## config.mk

```make
export PLATFORM = sky130hd
export DESIGN_NAME = my_div
export DESIGN_NICKNAME = d
export VERILOG_FILES = /design/src/rtl/my_div_pkg.sv /design/src/rtl/my_sub.sv /design/src/rtl/my_div.sv
export SDC_FILE = /design/constraint.sdc
export NUM_CORES = 1
export LEC_CHECK = 0
export CORE_MARGIN = 2
export CORE_UTILIZATION = 40
export CTS_CLUSTER_SIZE = 16
export DETAILED_ROUTE_END_ITERATION = 10
export PLACE_DENSITY_LB_ADDON = 0.15
export SKIP_LAST_GASP = 1
export SYNTH_ARGS = -nofsm -noshare
export SYNTH_HDL_FRONTEND = slang
export SYNTH_SLANG_ARGS = --single-unit
```

## constraint.sdc

```tcl
create_clock -name clk -period 7.98 [get_ports clk]
set_clock_uncertainty 0.05 [all_clocks]
set_input_delay 1.197 -clock clk [delete_from_list [all_inputs] [get_ports clk]]
set_output_delay 1.197 -clock clk [all_outputs]
set_load 0.05 [all_outputs]
```

## src/rtl/my_div_pkg.sv

```systemverilog
// Shared definitions for the my_div restoring divider.
//   DivWidth    : operand/result width (only 32 is supported)
//   div_state_e : divider FSM states
package my_div_pkg;

  localparam int unsigned DivWidth = 32;

  typedef enum logic [1:0] {
    StIdle = 2'd0,
    StRun  = 2'd1,
    StDone = 2'd2
  } div_state_e;

endpackage

```

## src/rtl/my_sub.sv

```systemverilog
// Trial subtractor for the divider: diff_o = minuend_i - subtrahend_i.
//   minuend_i, subtrahend_i : Width-bit unsigned operands
//   diff_o                  : Width-bit difference (modulo 2^Width)
//   nonneg_o                : 1 when minuend_i >= subtrahend_i (no borrow)
module my_sub #(
  parameter int unsigned Width = 33
) (
  input  logic [Width-1:0] minuend_i,
  input  logic [Width-1:0] subtrahend_i,
  output logic [Width-1:0] diff_o,
  output logic             nonneg_o
);

  logic [Width:0] full;

  // The extra top bit captures the borrow.
  assign full     = {1'b0, minuend_i} - {1'b0, subtrahend_i};
  assign diff_o   = full[Width-1:0];
  assign nonneg_o = ~full[Width];

endmodule

```

## src/rtl/my_div.sv

```systemverilog
// Restoring shift-subtract divider, one quotient bit per cycle, MSB first.
//   clk, rst_n : clock, asynchronous active-low reset
//   start      : request a division (accepted in idle or done)
//   sop        : signed-operation select (only when MY_DIV_SIGNED_EN is defined)
//   a, b       : dividend, divisor
//   q, r       : quotient, remainder (held until the next completion)
//   busy       : high while a division runs
//   done       : one-cycle completion pulse
//   dz         : last result was a divide by zero
// Build option: define MY_DIV_SIGNED_EN to add the sop port and signed division.
module my_div
  import my_div_pkg::*;
#(
  parameter int unsigned WIDTH = DivWidth
) (
  input  logic             clk,
  input  logic             rst_n,
  input  logic             start,
`ifdef MY_DIV_SIGNED_EN
  input  logic             sop,
`endif
  input  logic [WIDTH-1:0] a,
  input  logic [WIDTH-1:0] b,
  output logic [WIDTH-1:0] q,
  output logic [WIDTH-1:0] r,
  output logic             busy,
  output logic             done,
  output logic             dz
);

  localparam int unsigned CntW = $clog2(WIDTH);

  div_state_e state_q, state_d;

  // dvd_q shifts the dividend out of its MSB while quotient bits enter at its LSB.
  logic [WIDTH-1:0] dvd_q, dvd_d;
  logic [WIDTH-1:0] dsr_q, dsr_d;
  logic [WIDTH-1:0] rem_q, rem_d;
  logic [CntW-1:0]  cnt_q, cnt_d;
  logic             zero_q, zero_d;
  logic             negq_q, negq_d;
  logic             negr_q, negr_d;
  logic [WIDTH-1:0] q_q, q_d;
  logic [WIDTH-1:0] r_q, r_d;
  logic             dz_q, dz_d;

  logic             accept;
  logic             run_last;
  logic             b_zero;
  logic             sgn_a, sgn_b;
  logic [WIDTH-1:0] a_mag, b_mag;
  logic [WIDTH:0]   shifted;
  logic [WIDTH:0]   diff;
  logic             nonneg;
  logic [WIDTH-1:0] rem_next;
  logic [WIDTH-1:0] quo_next;

`ifdef MY_DIV_SIGNED_EN
  assign sgn_a = sop & a[WIDTH-1];
  assign sgn_b = sop & b[WIDTH-1];
`else
  assign sgn_a = 1'b0;
  assign sgn_b = 1'b0;
`endif

  assign a_mag  = sgn_a ? (~a + 1'b1) : a;
  assign b_mag  = sgn_b ? (~b + 1'b1) : b;
  assign b_zero = (b == '0);

  assign accept   = start && (state_q != StRun);
  // A zero divisor finishes on the first run cycle.
  assign run_last = zero_q || (cnt_q == CntW'(WIDTH - 1));

  assign shifted = {rem_q, dvd_q[WIDTH-1]};

  my_sub #(
    .Width (WIDTH + 1)
  ) u_sub (
    .minuend_i    (shifted),
    .subtrahend_i ({1'b0, dsr_q}),
    .diff_o       (diff),
    .nonneg_o     (nonneg)
  );

  // When the trial succeeds the difference is below the divisor, so it fits.
  assign rem_next = nonneg ? diff[WIDTH-1:0] : shifted[WIDTH-1:0];
  assign quo_next = {dvd_q[WIDTH-2:0], nonneg};

  // State register
  always_ff @(posedge clk or negedge rst_n) begin
    if (!rst_n) begin
      state_q <= StIdle;
    end else begin
      state_q <= state_d;
    end
  end

  // Next-state logic
  always_comb begin
    state_d = state_q;
    unique case (state_q)
      StIdle:  if (start) state_d = StRun;
      StRun:   if (run_last) state_d = StDone;
      StDone:  state_d = start ? StRun : StIdle;
      default: state_d = StIdle;
    endcase
  end

  // Outputs
  always_comb begin
    busy = (state_q == StRun);
    done = (state_q == StDone);
    q    = q_q;
    r    = r_q;
    dz   = dz_q;
  end

  // Datapath next-state
  always_comb begin
    dvd_d  = dvd_q;
    dsr_d  = dsr_q;
    rem_d  = rem_q;
    cnt_d  = cnt_q;
    zero_d = zero_q;
    negq_d = negq_q;
    negr_d = negr_q;
    q_d    = q_q;
    r_d    = r_q;
    dz_d   = dz_q;
    if (accept) begin
      // Keep the raw dividend for a zero divisor: it becomes the remainder.
      dvd_d  = b_zero ? a : a_mag;
      dsr_d  = b_mag;
      rem_d  = '0;
      cnt_d  = '0;
      zero_d = b_zero;
      negq_d = sgn_a ^ sgn_b;
      negr_d = sgn_a;
      if (!b_zero) begin
        dz_d = 1'b0;
      end
    end else if (state_q == StRun) begin
      if (zero_q) begin
        q_d  = '1;
        r_d  = dvd_q;
        dz_d = 1'b1;
      end else begin
        dvd_d = quo_next;
        rem_d = rem_next;
        cnt_d = cnt_q + CntW'(1);
        if (run_last) begin
          q_d = negq_q ? (~quo_next + 1'b1) : quo_next;
          r_d = negr_q ? (~rem_next + 1'b1) : rem_next;
        end
      end
    end
  end

  always_ff @(posedge clk or negedge rst_n) begin
    if (!rst_n) begin
      dvd_q  <= '0;
      dsr_q  <= '0;
      rem_q  <= '0;
      cnt_q  <= '0;
      zero_q <= 1'b0;
      negq_q <= 1'b0;
      negr_q <= 1'b0;
      q_q    <= '0;
      r_q    <= '0;
      dz_q   <= 1'b0;
    end else begin
      dvd_q  <= dvd_d;
      dsr_q  <= dsr_d;
      rem_q  <= rem_d;
      cnt_q  <= cnt_d;
      zero_q <= zero_d;
      negq_q <= negq_d;
      negr_q <= negr_d;
      q_q    <= q_d;
      r_q    <= r_d;
      dz_q   <= dz_d;
    end
  end

endmodule
```

# Word level (Yosys, flattened, before mapping)
# Index checks and enable logic that the tools add are counted.
[classes]
add_sub_neg = 2
eq_ne = 8
mux = 22
bitwise_logic = 2
n_reduce_logical = 11
[op_table]
columns = ["op", "count"]
rows = [
  ["32-bit two-way mux", 11],
  ["33-bit by 32-bit subtractor with 34-bit output", 1],
  ["32-bit logical NOT", 1],
  ["5-bit two-way mux", 3],
  ["2-bit by 1-bit != test with 1-bit output, second input constant", 3],
  ["2-bit one-hot mux with 3 select lines", 1],
  ["3-bit AND reduction", 2],
  ["2-bit nonzero test", 3],
  ["5-bit by 1-bit adder with 5-bit output, second input constant", 1],
  ["5-bit == test, second input constant", 1],
  ["1-bit two-way mux", 5],
  ["2-bit two-way mux", 2],
  ["2-bit != test, second input constant", 2],
  ["2-bit AND reduction", 2],
  ["2-bit by 1-bit == test with 1-bit output, second input constant", 1],
  ["2-bit == test, second input constant", 1],
  ["2-bit logical NOT", 1],
  ["1-bit NOT", 2],
  ["1-bit logical AND", 1],
  ["1-bit logical OR", 1],
]
[totals]
register_bits = 169
inputBits = 67
out_inout_bits = 67

# Longest topological paths before layout
# Gate-level depths: netlist of run 1.
[depth]
word_depth = 5
ltp_mapped = 13

# Hierarchy
# A second synthesis of run 1 with hierarchy kept.
[unflattened]
cells_unflattened = 1010
area_unflattened_um2 = 9107.5
[by_module_without_submodules]
columns = ["module", "instances", "cells_per_inst", "area_each_um2"]
rows = [
  ["my_div", 1, 742, 7203.2],
  ["my_sub", 1, 268, 1904.3],
]

# Worst setup path before layout of run 1
# Ideal clock, no wire load.
[synth_timing]
kind = "reg2reg"
from = "register dvd_q[31]"
to = "register r_q[28], in the netlist r[28]"
arrival_ns = 2.697
t_required_ns = 7.804
slack_ns = 5.107
path_stages_with_launch = 14
n_path_buf = 0
synth_period_minus_slack_ns = 2.873
cell_sequence = "dfrtp_1 > inv_1 > ha_1 > inv_1 > fa_1 > a21o_1 > a311oi_1 > o32a_1 > and2_4 > o31ai_4 > a31oi_1 > xor2_1 > o21ai_1 > a221o_1"
[synth_via]
elab_chain_cells = 4
[synth_rtl]
columns = ["item", "line", "source"]
rows = [
  ["start, declared", "my_div.sv:36", "logic [WIDTH-1:0] dvd_q, dvd_d;"],
  ["start signal, assigned", "my_div.sv:172", "dvd_q <= dvd_d;"],
  ["33-bit by 32-bit subtractor with 34-bit output", "my_sub.sv:17", "assign full = {1'b0, minuend_i} - {1'b0, subtrahend_i};"],
  ["32-bit two-way mux", "my_div.sv:86", "assign rem_next = nonneg ? diff[WIDTH-1:0] : shifted[WIDTH-1:0];"],
  ["32-bit two-way mux", "my_div.sv:151", "if (run_last) begin"],
  ["32-bit two-way mux", "my_div.sv:143", "if (zero_q) begin"],
  ["end signal, assigned", "my_div.sv:180", "r_q <= r_d;"],
  ["end, declared", "my_div.sv:44", "logic [WIDTH-1:0] r_q, r_d;"],
]
# Every way passes these cells. The select of a mux whose other input is x is not followed.
# A chain may end at the register's enable or synchronous reset.

# Final worst setup path of run 1
[layout_timing]
from = "register rem_q[3]"
to = "register r_q[0], in the netlist r[0]"
[layout_via]
elab_chain_cells = 4
[layout_rtl]
columns = ["item", "line", "source"]
rows = [
  ["start, declared", "my_div.sv:38", "logic [WIDTH-1:0] rem_q, rem_d;"],
  ["start signal, assigned", "my_div.sv:174", "rem_q <= rem_d;"],
  ["33-bit by 32-bit subtractor with 34-bit output", "my_sub.sv:17", ""],
  ["32-bit two-way mux", "my_div.sv:86", ""],
  ["32-bit two-way mux", "my_div.sv:151", ""],
  ["32-bit two-way mux", "my_div.sv:143", ""],
]
# Every way passes these cells. The select of a mux whose other input is x is not followed.

==> results of run 1 <==
==> path summary, 6_finish.rpt <==
check	start	endpoint	depth (start not counted)
min in group asynchronous	rst_n	dsr_q[27]$_DFFE_PN0P_	1
min reg2reg	q[30]$_DFFE_PN0P_	q[30]$_DFFE_PN0P_	2
max reg2reg	rem_q[3]$_DFFE_PN0P_	r[0]$_DFFE_PN0P_	10
max in group asynchronous	rst_n	zero_q$_DFFE_PN0P_	2
min	q[30]$_DFFE_PN0P_	q[30]$_DFFE_PN0P_	2
max	rem_q[3]$_DFFE_PN0P_	r[0]$_DFFE_PN0P_	10
==> layer usage <==
layer | vias up | GRT usage, % | part of all wire, %
met5 | - | 0 | 0
met2 | 184 | 37.9 | 50
met4 | 0 | 5.73 | 1.9
met1 | 3710 | 28.6 | 45
li1 | 3766 | - | -
met3 | 29 | 3.83 | 3.9
==> registers in the layout, summed over array words and instances (netlist names) <==
signal   flops
dvd_q       32
state_q      2
r           32
dsr_q       32
dz           1
cnt_q        5
rem_q       32
zero_q       1
q           32
==> critical path: stages (launching register included) <==
cell,delay [ns]
dfrtp_1,0.41
ha_1,0.41
a21oi_1,0.23
nor2_1,0.07
o21ai_0,0.37
a31oi_2,0.27
a21o_1,0.29
a21oi_4,0.12
buf_4,0.51
mux2_1,0.40
o21ai_0,0.17
==> cell usage after synthesis (17+ instances only) <==
master    number  share of area, %
dfrtp_1      169                48
nand2_1      162               6.9
nor2_1       108               4.6
o21ai_0       91               5.1
a21oi_1       79               4.5
clkbuf_1      60               2.5
o21ai_1       52               2.9
inv_1         43               1.8
and3_1        36               2.5
ha_1          34               4.8
o22ai_1       29               2.0
a21o_1        20               1.7
nand3_1       17              0.96
==> layout make-up <==
cell class / count / area (µm²)
well taps: 280 / 350
fillers: 2097 / 10900
clock inverters: 15 / 171
inverters: 43 / 161
flip-flops and latches: 169 / 4230
clock buffers: 17 / 425
multi-input cells: 749 / 4200
repair buffers: 141 / 1390
==> stage by stage <==
step	cell area, µm²	hold WS [ns]	instances
floorplan	8870	0.398	1034
global placement	10300	0.401	1382
detailed placement	10300	0.406	1382
CTS	10900	0.422	1414
global route	10900	0.452	1414
finish	10900	0.416	1414
==> cells by family (layout without fill, tap and decap cells) <==
group	after synthesis	count (layout)	synth area share [%]
buffers and inverters	116	216	5.22
AOI/OAI and AO/OA	318	318	20.6
xor gates and xnor gates	29	29	2.86
muxes	11	11	1.26
DFF	169	169	47.7
adders and majority gates	35	35	5.02
and+or+nand+nor	356	356	17.3
==> results.sh, run 1 <==
export IMPL_timing_hold_worst_class="reg -> reg"
export IMPL_n_antenna_cell=0
export IMPL_gr_total_overflow=0
export IMPL_yosysUniqueCellTypes=51
export IMPL_final_hold_viol_count=0
export IMPL_path_max_fanout=58
export IMPL_ctsHoldBuffers=0
export IMPL_die_h_um=153
export IMPL_tightest_slew_ns=1.15
export IMPL_rows=54
export IMPL_start_kind="flip-flop"
export IMPL_rsz0062_at_grt="false"
export IMPL_vias_per_cell=5.44
export IMPL_wl_per_cell_um=17.6
export IMPL_fin_util_pct=50.1
export IMPL_grt_max_degree=87
export IMPL_crit_required_ns=8.26
export IMPL_drv_slew=0
export IMPL_slew_limit_headroom_pct=23.3
export IMPL_start_util_pct=40.6
export IMPL_synth_area_per_cell_um2=8.58
export IMPL_htree_levels=4
export IMPL_timing_final_crit_share_pct=43.1
export IMPL_max_freq_mhz=291
export IMPL_mostFrequentLayoutCells="dfrtp_1 (168), nand2_1 (162), clkdlybuf4s50_1 (132)"
export IMPL_gp_congestion=0.914
export IMPL_cts_path_max_buffers=2
export IMPL_cp_arrival_ns=3.72
export IMPL_synth_edf_count=0
export IMPL_clock_latency_ns=0.43
export IMPL_maxCapViolations=0
export IMPL_clk_pin_slew_ns=0.08
export IMPL_clock_root_buffer="clkbuf_16"
export IMPL_finalNetCount=1223
export IMPL_portBuffers=133
export IMPL_antenna_found_initial=0
export IMPL_fp_dieArea_um2=23400
export IMPL_report_final_setup_viol=0
export IMPL_cts_sinks=169
export IMPL_ys_ff_latch=169
export IMPL_drt_initial_drc_count=399
export IMPL_tritoncts="done"
export IMPL_drc=0
export IMPL_synth_area_um2=8870
export IMPL_post_route_min_period_ns=3.44
export IMPL_synthCells=1034
export IMPL_grt_pass1_wl_um=41200
export IMPL_die_w_um=153
export IMPL_status="completed"
export IMPL_critPathKind="reg -> reg"
export IMPL_ant_nets=0
export IMPL_r2r_slack_ns=4.54
export IMPL_pin_count=134
export IMPL_grt_usage_pct=21.9
export IMPL_dp_worst_setup_slack_ns=4.37
export IMPL_wirelength_um=24900
export IMPL_synth_flop_cell="dfrtp_1"
export IMPL_final_common_cell="dfrtp_1"
export IMPL_core_area_um2=21800
export IMPL_ys_warn_count=0
export IMPL_async_flop_share_pct=100
export IMPL_finalWorstSetupSlack_ns=4.54
export IMPL_drive_above_1_share_pct=4.41
export IMPL_firstDrtPassIters=6
export IMPL_areaGrowthSynthToFinish_pct=23.2
export IMPL_numCtsBuffers=17
export IMPL_dr_total_vias=7689
export IMPL_critPathCaptureType="flip-flop"
export IMPL_hpwlAfterDp_um=17500
export IMPL_final_setup_tns_ns=0
export IMPL_post_cts_buffers=0
export IMPL_grt_pass1_vias=7834
export IMPL_syn_num_nets=1136
export IMPL_yosysSeqAreaShare_pct=47.7
export IMPL_cts_resized=0
Power of run 1 is not shown: default switching activity piles up to over one toggle a cycle in this logic, so the estimate is an artifact.
==> run 2, diff against run 1 <==
==> constraint.sdc (replaced) <==
create_clock -name clk -period 3 [get_ports clk]
set_clock_uncertainty 0.05 [all_clocks]
set_input_delay 0.45 -clock clk [delete_from_list [all_inputs] [get_ports clk]]
set_output_delay 0.45 -clock clk [all_outputs]
set_load 0.05 [all_outputs]
==> run 2 against run 1 <==
Via count up 3.3%. Design area grew 6.7%. Fmax rose by 17%. First-iteration DRC count rose by 20%. Worst setup slack worse by 4.5 ns. Clock-buffer cell count is 3 higher. Register-to-register slack worse by 4.5 ns. Routed wire length up 6.2%. Sequential share of layout area is 2.4 points lower. Worst hold slack gained 0.0021 ns. Global-route usage grew 0.70 points. Critical endpoint is now r[18]$_DFFE_PN0P_.
==> results.sh, run 2 (synthesis results as in run 1) <==
export IMPL_clock_root_buffer="clkbuf_16"
export IMPL_place_area_um2=10700
export IMPL_areaGrowthSynthToFinish_pct=31.5
export IMPL_core_area_um2=21800
export IMPL_final_hold_viol_count=0
export IMPL_status="completed"
export IMPL_whs_ns=0.418
export IMPL_crit_required_ns=3.23
export IMPL_die_h_um=153
export IMPL_pin_count=134
export IMPL_portBuffers=133
export IMPL_antenna_found_initial=0
export IMPL_timing_final_crit_share_pct=97.6
export IMPL_drt_initial_drc_count=477
export IMPL_fp_dieArea_um2=23400
export IMPL_critPathCaptureType="flip-flop"
export IMPL_worstHoldStart="q[18]$_DFFE_PN0P_"
export IMPL_vias_per_cell=5.38
export IMPL_start_kind="flip-flop"
export IMPL_grt_usage_pct=22.6
export IMPL_crit_start="rem_q[19]$_DFFE_PN0P_"
export IMPL_final_common_cell="dfrtp_1"
export IMPL_maxCapViolations=0
export IMPL_cts_path_max_buffers=2
export IMPL_path_max_fanout=21
export IMPL_max_freq_mhz=342
export IMPL_clk_pin_slew_ns=0.07
export IMPL_grt_max_degree=53
export IMPL_tritoncts="done"
export IMPL_dp_cells=1430
export IMPL_critPathKind="reg -> reg"
export IMPL_cts_sinks=169
export IMPL_cp_arrival_ns=3.16
export IMPL_start_util_pct=40.6
export IMPL_grt_pass1_wl_um=42300
export IMPL_wirelength_um=26500
export IMPL_report_final_setup_viol=0
export IMPL_fin_cells=1475
export IMPL_wl_per_cell_um=17.9
export IMPL_n_antenna_cell=0
export IMPL_gp_congestion=0.909
export IMPL_final_setup_tns_ns=0
export IMPL_numCtsBuffers=17
export IMPL_final_area_um2=11700
export IMPL_clock_latency_ns=0.43
export IMPL_gr_total_overflow=0
export IMPL_hpwlAfterDp_um=18900
export IMPL_finalNetCount=1285
export IMPL_dr_total_vias=7940
export IMPL_rows=54
export IMPL_mostFrequentLayoutCells="dfrtp_1 (168), nand2_1 (162), clkdlybuf4s50_1 (131)"
export IMPL_timing_hold_worst_class="reg -> reg"
export IMPL_post_route_min_period_ns=2.93
export IMPL_ant_nets=0
export IMPL_drc=0
export IMPL_drv_slew=0
export IMPL_firstDrtPassIters=6
export IMPL_drive_above_1_share_pct=11.5
export IMPL_tightest_slew_ns=0.804
export IMPL_reg2reg_from="rem_q[19]$_DFFE_PN0P_"
export IMPL_htree_levels=4
export IMPL_slew_limit_headroom_pct=46.2
export IMPL_rsz0062_at_grt="true"
export IMPL_grt_pass1_vias=7971
export IMPL_die_w_um=153
## run 2: worst max-delay path, stage by stage (launching register included)
cell,delay [ns]
dfrtp_1,0.43
ha_1,0.37
nand4_1,0.19
nor2_1,0.08
a31o_1,0.21
a221o_1,0.35
a21o_1,0.20
a21oi_4,0.20
buf_4,0.16
clkbuf_16,0.19
mux2i_1,0.25
o21ai_1,0.10
## run 2: final timing paths
check,slack (ns),to,cells past startpoint
max,0.07,r[18]$_DFFE_PN0P_,11
min,0.42,q[18]$_DFFE_PN0P_,2
max reg2reg,0.07,r[18]$_DFFE_PN0P_,11
min reg2reg,0.42,q[18]$_DFFE_PN0P_,2
max in group asynchronous,1.61,r[5]$_DFFE_PN0P_,3
min in group asynchronous,0.51,dsr_q[29]$_DFFE_PN0P_,2
## run 2: what timing repair did
item	4_1_cts	5_1_grt
pin swaps	4	17
setup buffers	2	9
cloned	0	2
hold buffers	1	0
gates resized for setup	1	37
setup endpoints to repair	6	60
hold endpoints to repair	49	0
## run 2: cell type report
class,instances,area (µm²)
clock buffer,20,467
clock inverter,11,136
fill,2078,10200
inverter,43,161
multi-input combinational,749,4380
sequential,169,4230
tap,280,350
timing repair buffer,203,1940
## run 2: through the flow
stage | utilization (%) | setup WS, ns
final | 53.4 | 0.0729
after global routing | 53.4 | -0.0596
after CTS | 52.1 | 0.0179
after detailed placement | 49.2 | -0.0823
after global placement | 49.2 | -0.00487
after floorplan | - | 0.127
## run 2: routing by layer
metal  wire [µm]  vias up  GRT usage [%]
met4         344        0           5.20
met1       12100     3851           30.5
met3        1070       21           4.08
li1            -     3894              -
met2       12900      174           38.2
met5           0        -              0
Power of run 2 is left out for the same reason.
==> run 3, diff against run 2 <==
--- a/config.mk
+++ b/config.mk
@@ -5,8 +5,8 @@
 export SDC_FILE = /design/constraint.sdc
 export NUM_CORES = 1
 export LEC_CHECK = 0
-export CORE_MARGIN = 2
 export CORE_UTILIZATION = 40
+export CTS_BUF_LIST = sky130_fd_sc_hd__clkbuf_8
 export CTS_CLUSTER_SIZE = 16
 export DETAILED_ROUTE_END_ITERATION = 10
 export PLACE_DENSITY_LB_ADDON = 0.15
==> run 3 against run 2 <==
First-iteration DRC count is 11% lower. Sequential cell count stayed put. Non-clock buffer count stayed put. Cell count hardly changed. Largest cell class unchanged.
==> results.sh, run 3 (synthesis results as in run 1) <==
export IMPL_final_setup_tns_ns=0
export IMPL_cts_path_max_buffers=2
export IMPL_fp_dieArea_um2=22800
export IMPL_maxCapViolations=0
export IMPL_fillCellCount=2060
export IMPL_rows=54
export IMPL_cts_sinks=169
export IMPL_die_h_um=151
export IMPL_cp_arrival_ns=3.27
export IMPL_critPathCaptureType="flip-flop"
export IMPL_clock_root_buffer="clkbuf_8"
export IMPL_clock_latency_ns=0.48
export IMPL_start_util_pct=40.8
export IMPL_pin_count=134
export IMPL_critPathKind="reg -> reg"
export IMPL_grt_pass1_wl_um=40300
export IMPL_fin_cells=1476
export IMPL_drive_above_1_share_pct=12.4
export IMPL_final_hold_viol_count=0
export IMPL_wirelength_um=26300
export IMPL_tightest_slew_ns=0.980
export IMPL_critPathSlowestCell="dfrtp_1"
export IMPL_htree_levels=4
export IMPL_slew_limit_headroom_pct=34.4
export IMPL_grt_max_degree=70
export IMPL_mostFrequentLayoutCells="dfrtp_1 (166), nand2_1 (162), clkdlybuf4s50_1 (131)"
export IMPL_vias_per_cell=5.42
export IMPL_post_route_min_period_ns=2.96
export IMPL_max_freq_mhz=338
export IMPL_ant_nets=0
export IMPL_final_common_cell="dfrtp_1"
export IMPL_core_area_um2=21800
export IMPL_rsz0062_at_grt="true"
export IMPL_gp_congestion=0.907
export IMPL_finalNetCount=1285
export IMPL_slowest_delay_ns=0.37
export IMPL_portBuffers=133
export IMPL_status="completed"
export IMPL_drv_slew=0
export IMPL_numCtsBuffers=17
export IMPL_grt_usage_pct=23.0
export IMPL_n_antenna_cell=0
export IMPL_grt_pass1_vias=7628
export IMPL_drc=0
export IMPL_gr_total_overflow=0
export IMPL_hpwlAfterDp_um=18500
export IMPL_areaGrowthSynthToFinish_pct=30.7
export IMPL_crit_required_ns=3.31
export IMPL_tritoncts="done"
export IMPL_timing_final_crit_share_pct=98.6
export IMPL_dp_cells=1425
export IMPL_die_w_um=151
export IMPL_report_final_setup_viol=0
export IMPL_timing_hold_worst_class="reg -> reg"
export IMPL_drt_initial_drc_count=426
export IMPL_crit_path_cell_trace="inv_1, ha_2, a21oi_1, nor2_1, o21ai_0, buf_4, a31oi_4, a21o_1, a21oi_4, clkbuf_16, nor2_1, a21oi_1, o21ai_1"
export IMPL_antenna_found_initial=0
export IMPL_path_max_fanout=10
export IMPL_firstDrtPassIters=5
export IMPL_critPathBufInv=3
export IMPL_crit_family="compound AO/OA/AOI/OAI gates"
export IMPL_clk_pin_slew_ns=0.10
export IMPL_start_kind="flip-flop"
export IMPL_wl_per_cell_um=17.8
export IMPL_dr_total_vias=7994
-- run 3: timing repair --
| item | in CTS | in global routing |
|---|---|---|
| setup buffers | 2 | 12 |
| gates cloned | 0 | 4 |
| resized for setup | 0 | 50 |
| hold buffers | 1 | 0 |
| endpoints found under the hold margin | 65 | 0 |
| setup endpoints to repair | 5 | 62 |
| pin swaps | 4 | 23 |
-- run 3: stage by stage --
step / worst slack [ns] / util (%) / area [µm²] / hold WS, ns
final: 0.0415 / 53.3 / 11600 / 0.420
after global placement: 0.00385 / 49.2 / 10700 / 0.400
after detailed placement: -0.0853 / 49.2 / 10700 / 0.406
after CTS: 0.0135 / 51.2 / 11100 / 0.428
after floorplan: 0.127 / - / 8870 / 0.104
after global routing: -0.104 / 53.3 / 11600 / 0.452
-- run 3: metal layers --
metal	vias up	global-route usage [%]	part of all wire [%]
met5	-	0	0
met4	0	6.65	1.6
met3	30	3.22	4.3
met2	194	38.8	49
met1	3889	30.7	45
li1	3881	-	-
-- run 3: worst reg2reg max path, delay by kind of cell (launching register included) --
| kind | cells | cell delay, ns |
|---|---|---|
| flops | 1 | 0.37 |
| buf+inv | 3 | 0.51 |
| simple gates | 2 | 0.15 |
| compound gates | 7 | 1.42 |
| fa+ha+maj | 1 | 0.34 |
-- run 3: worst paths after layout --
| path | from | endpoint | slack [ns] | cells after the start |
|---|---|---|---|---|
| min in group asynchronous | rst_n | dsr_q[27]$_DFFE_PN0P_ | 0.48 | 2 |
| worst max-delay path | dsr_q[4]$_DFFE_PN0P_ | r[8]$_DFFE_PN0P_ | 0.04 | 13 |
| max in group asynchronous | rst_n | dsr_q[3]$_DFFE_PN0P_ | 1.56 | 3 |
| worst max register to register | dsr_q[4]$_DFFE_PN0P_ | r[8]$_DFFE_PN0P_ | 0.04 | 13 |
| worst min-delay path | q[28]$_DFFE_PN0P_ | q[28]$_DFFE_PN0P_ | 0.42 | 2 |
| worst min register to register | q[28]$_DFFE_PN0P_ | q[28]$_DFFE_PN0P_ | 0.42 | 2 |
-- run 3: final cells by class --
class | instances | area (µm²) | share of cell area (%)
tap | 280 | 350 | 3.02
sequential | 169 | 4230 | 36.5
inverter | 43 | 161 | 1.39
clock inverter | 15 | 160 | 1.38
clock buffer | 17 | 234 | 2.02
multi-input combinational | 749 | 4480 | 38.6
timing repair buffer | 203 | 1970 | 17.0
Power of run 3 is left out for the same reason.
